<file path="src/rtl/hack_pkg.sv">
// Shared types and instruction-field constants for the multi-cycle Hack core.
package hack_pkg;

   typedef enum logic [2:0] {
      ST_FETCH,
      ST_EXEC,
      ST_RD,
      ST_WR,
      ST_HALT
   } state_e;

   // TYPE_BIT is the MSB position at DATA_W=16; the core itself uses DATA_W-1.
   localparam int TYPE_BIT = 15;
   localparam int A_BIT    = 12;
   localparam int COMP_LSB = 6;
   localparam int DEST_LSB = 3;
   localparam int JMP_LSB  = 0;

   localparam logic [2:0] JMP_NONE = 3'b000;
   localparam logic [2:0] JMP_JGT  = 3'b001;
   localparam logic [2:0] JMP_JEQ  = 3'b010;
   localparam logic [2:0] JMP_JGE  = 3'b011;
   localparam logic [2:0] JMP_JLT  = 3'b100;
   localparam logic [2:0] JMP_JNE  = 3'b101;
   localparam logic [2:0] JMP_JLE  = 3'b110;
   localparam logic [2:0] JMP_JMP  = 3'b111;

endpackage

</file>
<file path="src/rtl/hack_alu.sv">
// Combinational Hack ALU: zx/nx/zy/ny/f/no applied to x and y at DATA_W bits.
module hack_alu #(
   parameter int DATA_W = 16
) (
   input  logic [DATA_W-1:0] x,
   input  logic [DATA_W-1:0] y,
   input  logic [5:0]        comp,
   output logic [DATA_W-1:0] out,
   output logic              zr,
   output logic              ng
);

   logic [DATA_W-1:0] x1, x2, y1, y2, f;

   always_comb begin
      x1  = comp[5] ? '0 : x;
      x2  = comp[4] ? ~x1 : x1;
      y1  = comp[3] ? '0 : y;
      y2  = comp[2] ? ~y1 : y1;
      f   = comp[1] ? (x2 + y2) : (x2 & y2);
      out = comp[0] ? ~f : f;
   end

   assign zr = (out == '0);
   assign ng = out[DATA_W-1];

endmodule

</file>
<file path="src/rtl/hack_cpu_mc.sv">
// Multi-cycle Hack CPU with handshaked instruction and data ports.
// state | meaning
// FETCH | request instruction at pc, latch into IR on instr_valid
// EXEC  | decode IR; commit directly or start a data access
// RD    | read M at A, latch MDR on mem_ready
// WR    | write ALU result to M at A, commit on mem_ready
// HALT  | self-jump detected; idle until reset
module hack_cpu_mc
   import hack_pkg::*;
#(
   parameter int DATA_W   = 16,
   parameter int ADDR_W   = 15,
   parameter int RESET_PC = 0
) (
   input  logic              clk,
   input  logic              reset,
   output logic              instr_req,
   output logic [ADDR_W-1:0] instr_addr,
   input  logic              instr_valid,
   input  logic [DATA_W-1:0] instr,
   output logic              mem_req,
   output logic              readM,
   output logic              writeM,
   output logic [ADDR_W-1:0] addressM,
   output logic [DATA_W-1:0] outM,
   input  logic [DATA_W-1:0] inM,
   input  logic              mem_ready,
   output logic [ADDR_W-1:0] pc,
   output logic              halted
);

   state_e            state_q, state_d;
   logic [DATA_W-1:0] ir_q, ir_d, mdr_q, mdr_d, a_q, a_d, d_q, d_d;
   logic [ADDR_W-1:0] pc_q, pc_d;
   logic              run_q;

   logic              is_c, a_sel, d1, d2, d3, taken, commit;
   logic [2:0]        jmp;
   logic [DATA_W-1:0] alu_y, alu_out;
   logic              alu_zr, alu_ng;

   assign is_c  = ir_q[DATA_W-1];
   assign a_sel = ir_q[A_BIT];
   assign d1    = ir_q[DEST_LSB+2];
   assign d2    = ir_q[DEST_LSB+1];
   assign d3    = ir_q[DEST_LSB];
   assign jmp   = ir_q[JMP_LSB +: 3];

   // In RD the ALU must see the incoming word so a read-only op can commit on mem_ready.
   assign alu_y = !a_sel ? a_q : ((state_q == ST_RD) ? inM : mdr_q);

   hack_alu #(.DATA_W(DATA_W)) u_alu (
      .x    (d_q),
      .y    (alu_y),
      .comp (ir_q[COMP_LSB +: 6]),
      .out  (alu_out),
      .zr   (alu_zr),
      .ng   (alu_ng)
   );

   always_comb begin
      unique case (jmp)
         JMP_NONE: taken = 1'b0;
         JMP_JGT:  taken = !alu_ng && !alu_zr;
         JMP_JEQ:  taken = alu_zr;
         JMP_JGE:  taken = !alu_ng;
         JMP_JLT:  taken = alu_ng;
         JMP_JNE:  taken = !alu_zr;
         JMP_JLE:  taken = alu_ng || alu_zr;
         default:  taken = 1'b1;
      endcase
   end

   always_comb begin
      state_d   = state_q;
      ir_d      = ir_q;
      mdr_d     = mdr_q;
      a_d       = a_q;
      d_d       = d_q;
      pc_d      = pc_q;
      commit    = 1'b0;
      instr_req = 1'b0;
      mem_req   = 1'b0;
      readM     = 1'b0;
      writeM    = 1'b0;
      outM      = '0;

      case (state_q)
         ST_FETCH: begin
            instr_req = run_q;
            if (run_q && instr_valid) begin
               ir_d    = instr;
               state_d = ST_EXEC;
            end
         end
         ST_EXEC: begin
            if (is_c && a_sel)   state_d = ST_RD;
            else if (is_c && d3) state_d = ST_WR;
            else                 commit  = 1'b1;
         end
         ST_RD: begin
            mem_req = 1'b1;
            readM   = 1'b1;
            if (mem_ready) begin
               mdr_d = inM;
               if (d3) state_d = ST_WR;
               else    commit  = 1'b1;
            end
         end
         ST_WR: begin
            mem_req = 1'b1;
            writeM  = 1'b1;
            outM    = alu_out;
            if (mem_ready) commit = 1'b1;
         end
         default: ;
      endcase

      if (commit) begin
         state_d = ST_FETCH;
         if (!is_c) begin
            a_d  = DATA_W'(ir_q[DATA_W-2:0]);
            pc_d = pc_q + ADDR_W'(1);
         end else begin
            if (d1) a_d = alu_out;
            if (d2) d_d = alu_out;
            pc_d = taken ? a_q[ADDR_W-1:0] : pc_q + ADDR_W'(1);
            if (jmp == JMP_JMP && a_q[ADDR_W-1:0] == pc_q) state_d = ST_HALT;
         end
      end
   end

   always_ff @(posedge clk or posedge reset) begin
      if (reset) begin
         state_q <= ST_FETCH;
         ir_q    <= '0;
         mdr_q   <= '0;
         a_q     <= '0;
         d_q     <= '0;
         pc_q    <= ADDR_W'(RESET_PC);
         run_q   <= 1'b0;
      end else begin
         state_q <= state_d;
         ir_q    <= ir_d;
         mdr_q   <= mdr_d;
         a_q     <= a_d;
         d_q     <= d_d;
         pc_q    <= pc_d;
         run_q   <= 1'b1;
      end
   end

   assign instr_addr = pc_q;
   assign pc         = pc_q;
   assign addressM   = a_q[ADDR_W-1:0];
   assign halted     = (state_q == ST_HALT);

endmodule

</file>
<file path="config.mk">
export PLATFORM = sky130hd
export DESIGN_NAME = hack_cpu_mc
export DESIGN_NICKNAME = d
export VERILOG_FILES = /design/src/rtl/hack_pkg.sv /design/src/rtl/hack_alu.sv /design/src/rtl/hack_cpu_mc.sv
export SDC_FILE = /design/constraint.sdc
export NUM_CORES = 1
export LEC_CHECK = 0
export CORE_MARGIN = 3
export CORE_UTILIZATION = 55
export CTS_CLUSTER_SIZE = 28
export DETAILED_ROUTE_END_ITERATION = 12
export HOLD_SLACK_MARGIN = 0.08
export PLACE_DENSITY = 0.82
export SYNTH_ARGS = -nofsm -noshare
export SYNTH_HDL_FRONTEND = slang
export SYNTH_SLANG_ARGS = --single-unit
</file>
<file path="constraint.sdc">
create_clock -name clk -period 7 [get_ports clk]
set_clock_uncertainty 0.15 [all_clocks]
set_input_delay 1.4 -clock clk [delete_from_list [all_inputs] [get_ports clk]]
set_output_delay 1.4 -clock clk [all_outputs]
set_load 0.03 [all_outputs]
</file>
# Word level (Yosys, flattened, before mapping)
# Index checks and enable logic that the tools add are counted.
[classes]
addsub = 2
n_eq_ne = 17
muxes = 33
n_bitwise = 4
reduce_logical = 18
[ops]
columns = ["operator", "n"]
rows = [
  ["16-bit 2-to-1 mux", 11],
  ["16-bit NOT", 3],
  ["15-bit 2-to-1 mux", 2],
  ["3-bit 2-to-1 mux", 8],
  ["16-bit adder", 1],
  ["16-bit AND", 1],
  ["16-bit zero test", 1],
  ["15-bit by 1-bit adder with 15-bit output, second input constant", 1],
  ["15-bit == test", 1],
  ["3-bit == test, second input constant", 5],
  ["3-bit by 2-bit == test with 1-bit output, second input constant", 4],
  ["1-bit 2-to-1 mux", 9],
  ["3-bit != test, second input constant", 3],
  ["3-bit one-hot mux with 3 select lines", 1],
  ["1-bit one-hot mux with 7 select lines", 1],
  ["3-bit by 1-bit == test with 1-bit output, second input constant", 2],
  ["3-bit zero test", 2],
  ["2-bit AND reduction", 3],
  ["1-bit logical AND", 5],
  ["5-bit AND reduction", 1],
  ["4-bit != test, second input constant", 1],
  ["4-bit nonzero test", 1],
  ["1-bit one-hot mux with 3 select lines", 1],
  ["3-bit AND reduction", 1],
  ["other kinds (4)", 5],
]
[word_totals]
reg_bits = 83
in_bits = 36
output_inout_bits = 66
elab_cells = 81

# Depth between registers and ports, before layout
[depth]
depth_word = 16
ltp_mapped = 20
ltp_nobuf = 17

# Modules after synthesis
# From an unflattened synthesis, not the netlist that was laid out.
[unflattened]
cells_unflattened = 724
area_unflattened_um2 = 6658.9
[modules_own_cells]
columns = ["module", "instances", "cells_per_inst", "area_per_inst_um2", "seq_area_each_um2"]
rows = [
  ["hack_cpu_mc", 1, 457, 4752.1, 2077.0],
  ["hack_alu", 1, 267, 1906.8, 0.0],
]

# Least setup slack after synthesis
# Ideal clock, no wire load.
[synth_path]
path_kind = "register -> output"
from = "reg state_q[2]"
to = "out outM[15]"
arrival_ps = 4607
required_ps = 5450
path_slack_ps = 843
stages_incl_launch_ff = 16
n_path_buf = 1
path_cell_list = "dfrtp_1 nand2b_1 nor2_1 clkbuf_1 mux2i_1 a211oi_1 xor2_1 ha_1 a211oi_1 o21ai_2 a21oi_1 o21ai_1 and4b_1 nor3_1 xor2_2 nor2_1"
[synth_between]
elab_chain_cells = 11
word_cells_on_any_way = 13
classes_between = "1 x add/sub; 2 x eq/ne; 7 x mux; 3 x bitwise"
[synth_lines]
columns = ["item", "line", "rtl"]
rows = [
  ["start: declaration", "hack_cpu_mc.sv:32", "state_e state_q, state_d;"],
  ["start signal: assignment", "hack_cpu_mc.sv:143", "state_q <= state_d;"],
  ["3-bit by 2-bit == test with 1-bit output", "hack_cpu_mc.sv:50", "assign alu_y = !a_sel ? a_q : ((state_q == ST_RD) ? inM : mdr_q);"],
  ["16-bit 2-to-1 mux (2 in series)", "hack_cpu_mc.sv:50", ""],
  ["16-bit 2-to-1 mux", "hack_alu.sv:18", "y1 = comp[3] ? '0 : y;"],
  ["16-bit NOT", "hack_alu.sv:19", "y2 = comp[2] ? ~y1 : y1;"],
  ["16-bit 2-to-1 mux", "hack_alu.sv:19", ""],
  ["16-bit adder / 16-bit AND (equally long branches)", "hack_alu.sv:20", "f = comp[1] ? (x2 + y2) : (x2 & y2);"],
  ["16-bit 2-to-1 mux", "hack_alu.sv:20", ""],
  ["16-bit NOT", "hack_alu.sv:21", "out = comp[0] ? ~f : f;"],
  ["16-bit 2-to-1 mux", "hack_alu.sv:21", ""],
  ["16-bit 2-to-1 mux (*)", "hack_cpu_mc.sv:88", "case (state_q)"],
  ["end: declaration", "hack_cpu_mc.sv:25", "output logic [DATA_W-1:0] outM,"],
]
# Every way passes the cells marked *; elsewhere a longest branch is shown, timed or not.

# Worst setup path in the final report
[layout_path]
from = "in inM[6]"
to = "out outM[11]"
[layout_between]
elab_chain_cells = 10
[layout_lines]
columns = ["item", "line", "rtl"]
rows = [
  ["start: declaration", "hack_cpu_mc.sv:26", "input logic [DATA_W-1:0] inM,"],
  ["16-bit 2-to-1 mux (*) (2 in series)", "hack_cpu_mc.sv:50", ""],
  ["16-bit 2-to-1 mux (*)", "hack_alu.sv:18", ""],
  ["16-bit NOT", "hack_alu.sv:19", ""],
  ["16-bit 2-to-1 mux (*)", "hack_alu.sv:19", ""],
  ["16-bit adder (*)", "hack_alu.sv:20", ""],
  ["16-bit 2-to-1 mux (*)", "hack_alu.sv:20", ""],
  ["16-bit NOT", "hack_alu.sv:21", ""],
  ["16-bit 2-to-1 mux (*)", "hack_alu.sv:21", ""],
  ["16-bit 2-to-1 mux (*)", "hack_cpu_mc.sv:88", ""],
]
# Marked as above.

==> out/results.ini <==
[worst_setup_path]
path_cells = clkdlybuf4s50_1, mux2i_1, a211oi_1, xor2_1, ha_1, a21oi_2, o221ai_1, a21oi_1, buf_4, xnor2_1, mux2i_1, nor2_1, nor2_1, clkdlybuf4s50_1
r2r_end = instr_addr[9]$_DFFE_PP0P_
worstSetupEndpointType = primary output
worstSetupPathType = in2out
r2r_start = state_q[2]$_DFFE_PP0P_
path_delay_family = buffers and inverters
path_max_fanout = 10
worstRegToRegCells = 18
slowest_delay_ns = 0.70
critPathSlowestCell = clkdlybuf4s50_1
cp.arrival_ns = 5.17
reg2reg_slack_ns = 0.82
cp-start-kind = primary input
worst-endpoint-required_ns = 5.45
crit_buf_inv = 3

[yosys]
synth_top_area_share_pct = 32.25
synthXorXnorAreaFrac_pct = 8.547
synth_cell_types = 70
yosysTopAreaCell = dfrtp_1
synth-async-reset-ratio_pct = 100.0
synth_top_family_by_area = simple AND/OR/NAND/NOR gates
synthAdderAreaFrac_pct = 3.613
yosysSeqAreaShare_pct = 32.25
synth_cells = 752
synth.area.top_cells = dfrtp_1 (32%), mux2_2 (5.8%), xnor2_1 (4.9%)
syn-mean-instance-area_um2 = 8.565
synthMostInstantiatedCell = dfrtp_1
synth_enable_flop_cells = 0
syn-num-nets = 806
ys_ff_latch = 83
yosysWarningCount = 0
synthMuxAreaShare_pct = 9.810
synth_compound_area_share_pct = 16.86
yosys-top-cells-count = dfrtp_1 (83), nand2_1 (81), nor2_1 (73)
ys.flop_type = dfrtp_1
synth_area_um2 = 6441
synth_simple_gate_area_share_pct = 21.48

[floorplanning]
die_area_um2 = 13050
core_um2 = 11130
fp.dieH_um = 114.2
rows = 38
die_w_um = 114.2
io_pins = 102
initial_core_util_pct = 57.89

[clock_network]
clock-sinks = 83
insertion_delay_ns = 0.35
tritoncts = built
clockRootBuffer = clkbuf_16
ctsResizeCount = 0
cts_max_path_buffers = 2
ctsHoldBuffers = 0
clkTransAtPathRegs_ns = 0.06
cts.htree.levels = 3
numCtsBuffers = 9
post_cts_buffers = 0

[sta]
final-setup-viol-count = 0
max_slew_margin_pct = 26.24
max_freq_mhz = 148.7
slew_violations = 0
worstMarginPinSlew_ns = 1.103
fin_crit_sh_pct = 96.04
rsz0062_at_grt = no
hold_viol = 0
setup_tns_ns = 0
period_minus_slack_ns = 6.723

[routing]
dr.pass1.iters = 8
drc = 0
drtAntennaViolNets = 0
wirelength_um = 19320
drtIter0Drc = 438
wire_per_inst_um = 20.42
vias_per_cell = 6.298
vias = 5958

[worst_hold_path]
hold_path_class = reg2reg
hold_depth = 2
holdPathEnd = d_q[8]$_DFFE_PP0P_
hp-start = d_q[8]$_DFFE_PP0P_

[placed_design]
io_buffers = 101
hpwl_um = 13830
place_inst = 930
place.gp.congestion = 1.025

[layout]
drive_gt1_share_pct = 9.677
final_cells = 946
nets = 855
area_growth_pct = 18.88
insertedDiodeCount = 0

[flow_run]
drv_cap = 0

[global_routing]
first_global_vias = 5802
antenna_found_initial = 0
grt_max_degree = 84
grt.overflow.total = 0
grt_pass1_wl_um = 30730
track_usage_pct = 30.23

[status]
status = finished clean

[how the worst max path moves through the flow]
stage | from | to | slack [ns] | cells after the start
3_3_place_gp | inM[0] | outM[10] | 0.31 | 14
2_1_floorplan | state_q[2]$_DFFE_PP0P_ | outM[15] | 0.84 | 15
6_report | inM[6] | outM[11] | 0.28 | 14
3_5_place_dp | inM[0] | outM[14] | 0.19 | 14
5_1_grt | inM[6] | outM[11] | 0.001 | 14
4_1_cts | inM[0] | outM[14] | 0.17 | 14
[registers in the layout, indices dropped and copies added, names as in the netlist]
signal / flops
a_q: 16
state_q: 3
instr_addr: 15
d_q: 16
mdr_q: 16
run_q: 1
ir_q: 16
[cell usage in the layout, fill, tap and decap left out, types with 6 or more instances in the layout]
master	synthesis	final
a211oi_1	22	22
a21oi_1	27	27
a22o_1	6	6
a31oi_1	7	7
a41o_1	6	6
and2_1	11	11
buf_4	30	15
clkbuf_16	0	9
clkdlybuf4s50_1	0	97
dfrtp_1	83	83
ha_1	17	17
inv_1	15	14
mux2_2	33	33
mux2i_1	26	26
nand2_1	81	81
nand2b_1	20	20
nand3_1	21	21
nand4_1	17	17
nor2_1	73	72
nor3_1	9	9
o21ai_0	36	36
or3_1	14	14
xnor2_1	36	36
xor2_1	25	25
[cell type report]
type / count / area (um2)
repair buffers: 116 / 1134
fillers: 885 / 3468
flip-flops and latches: 83 / 2077
well taps: 140 / 175.2
clock inverters: 3 / 45.04
clock buffers: 13 / 270.3
multi-input cells: 576 / 3899
inverters: 15 / 57.56
[kinds of logic after synthesis]
| group | after synthesis |
|---|---|
| AND/OR/NAND/NOR | 281 |
| XOR/XNOR | 62 |
| other | 1 |
| adder cells (fa/ha/maj) | 18 |
| flip-flops | 83 |
| buffers and inverters | 93 |
| multiplexers | 59 |
| AO/OA/AOI/OAI | 155 |
[worst reg2reg max path: stages (launching register included)]
cell	delay, ns
dfrtp_1	0.46
nand2b_1	0.22
nor2_2	0.45
buf_4	0.30
mux2i_1	0.40
a211oi_1	0.16
xor2_1	0.22
ha_1	0.45
o211ai_1	0.17
o21ai_2	0.22
mux2i_1	0.15
or4_1	0.57
a221oi_2	0.35
o2111a_1	0.26
nand4_1	0.19
o211ai_2	0.74
buf_4	0.33
a21oi_1	0.08
nand4bb_1	0.20
[layer usage]
metal,vias up,global-route usage [%],share of wire [%]
li1,2739,-,-
met1,2853,41.28,42
met2,317,44.42,44
met3,49,8.457,10
met4,0,14.09,4.0
met5,-,0,0
[per-stage QoR]
stage	worst slack (ns)	util [%]	hold WS [ns]	area [um2]
final	0.2770	68.83	0.3292	7657
after global routing	0.0009965	68.83	0.3536	7657
after CTS	0.1654	68.74	0.3354	7647
after detailed placement	0.1938	65.90	0.3213	7332
after global placement	0.3108	65.90	0.3135	7332
after floorplan	0.8427	-	0.2939	6441
Power is not shown: default switching activity piles up to over one toggle a cycle in this logic, so the estimate is an artifact.
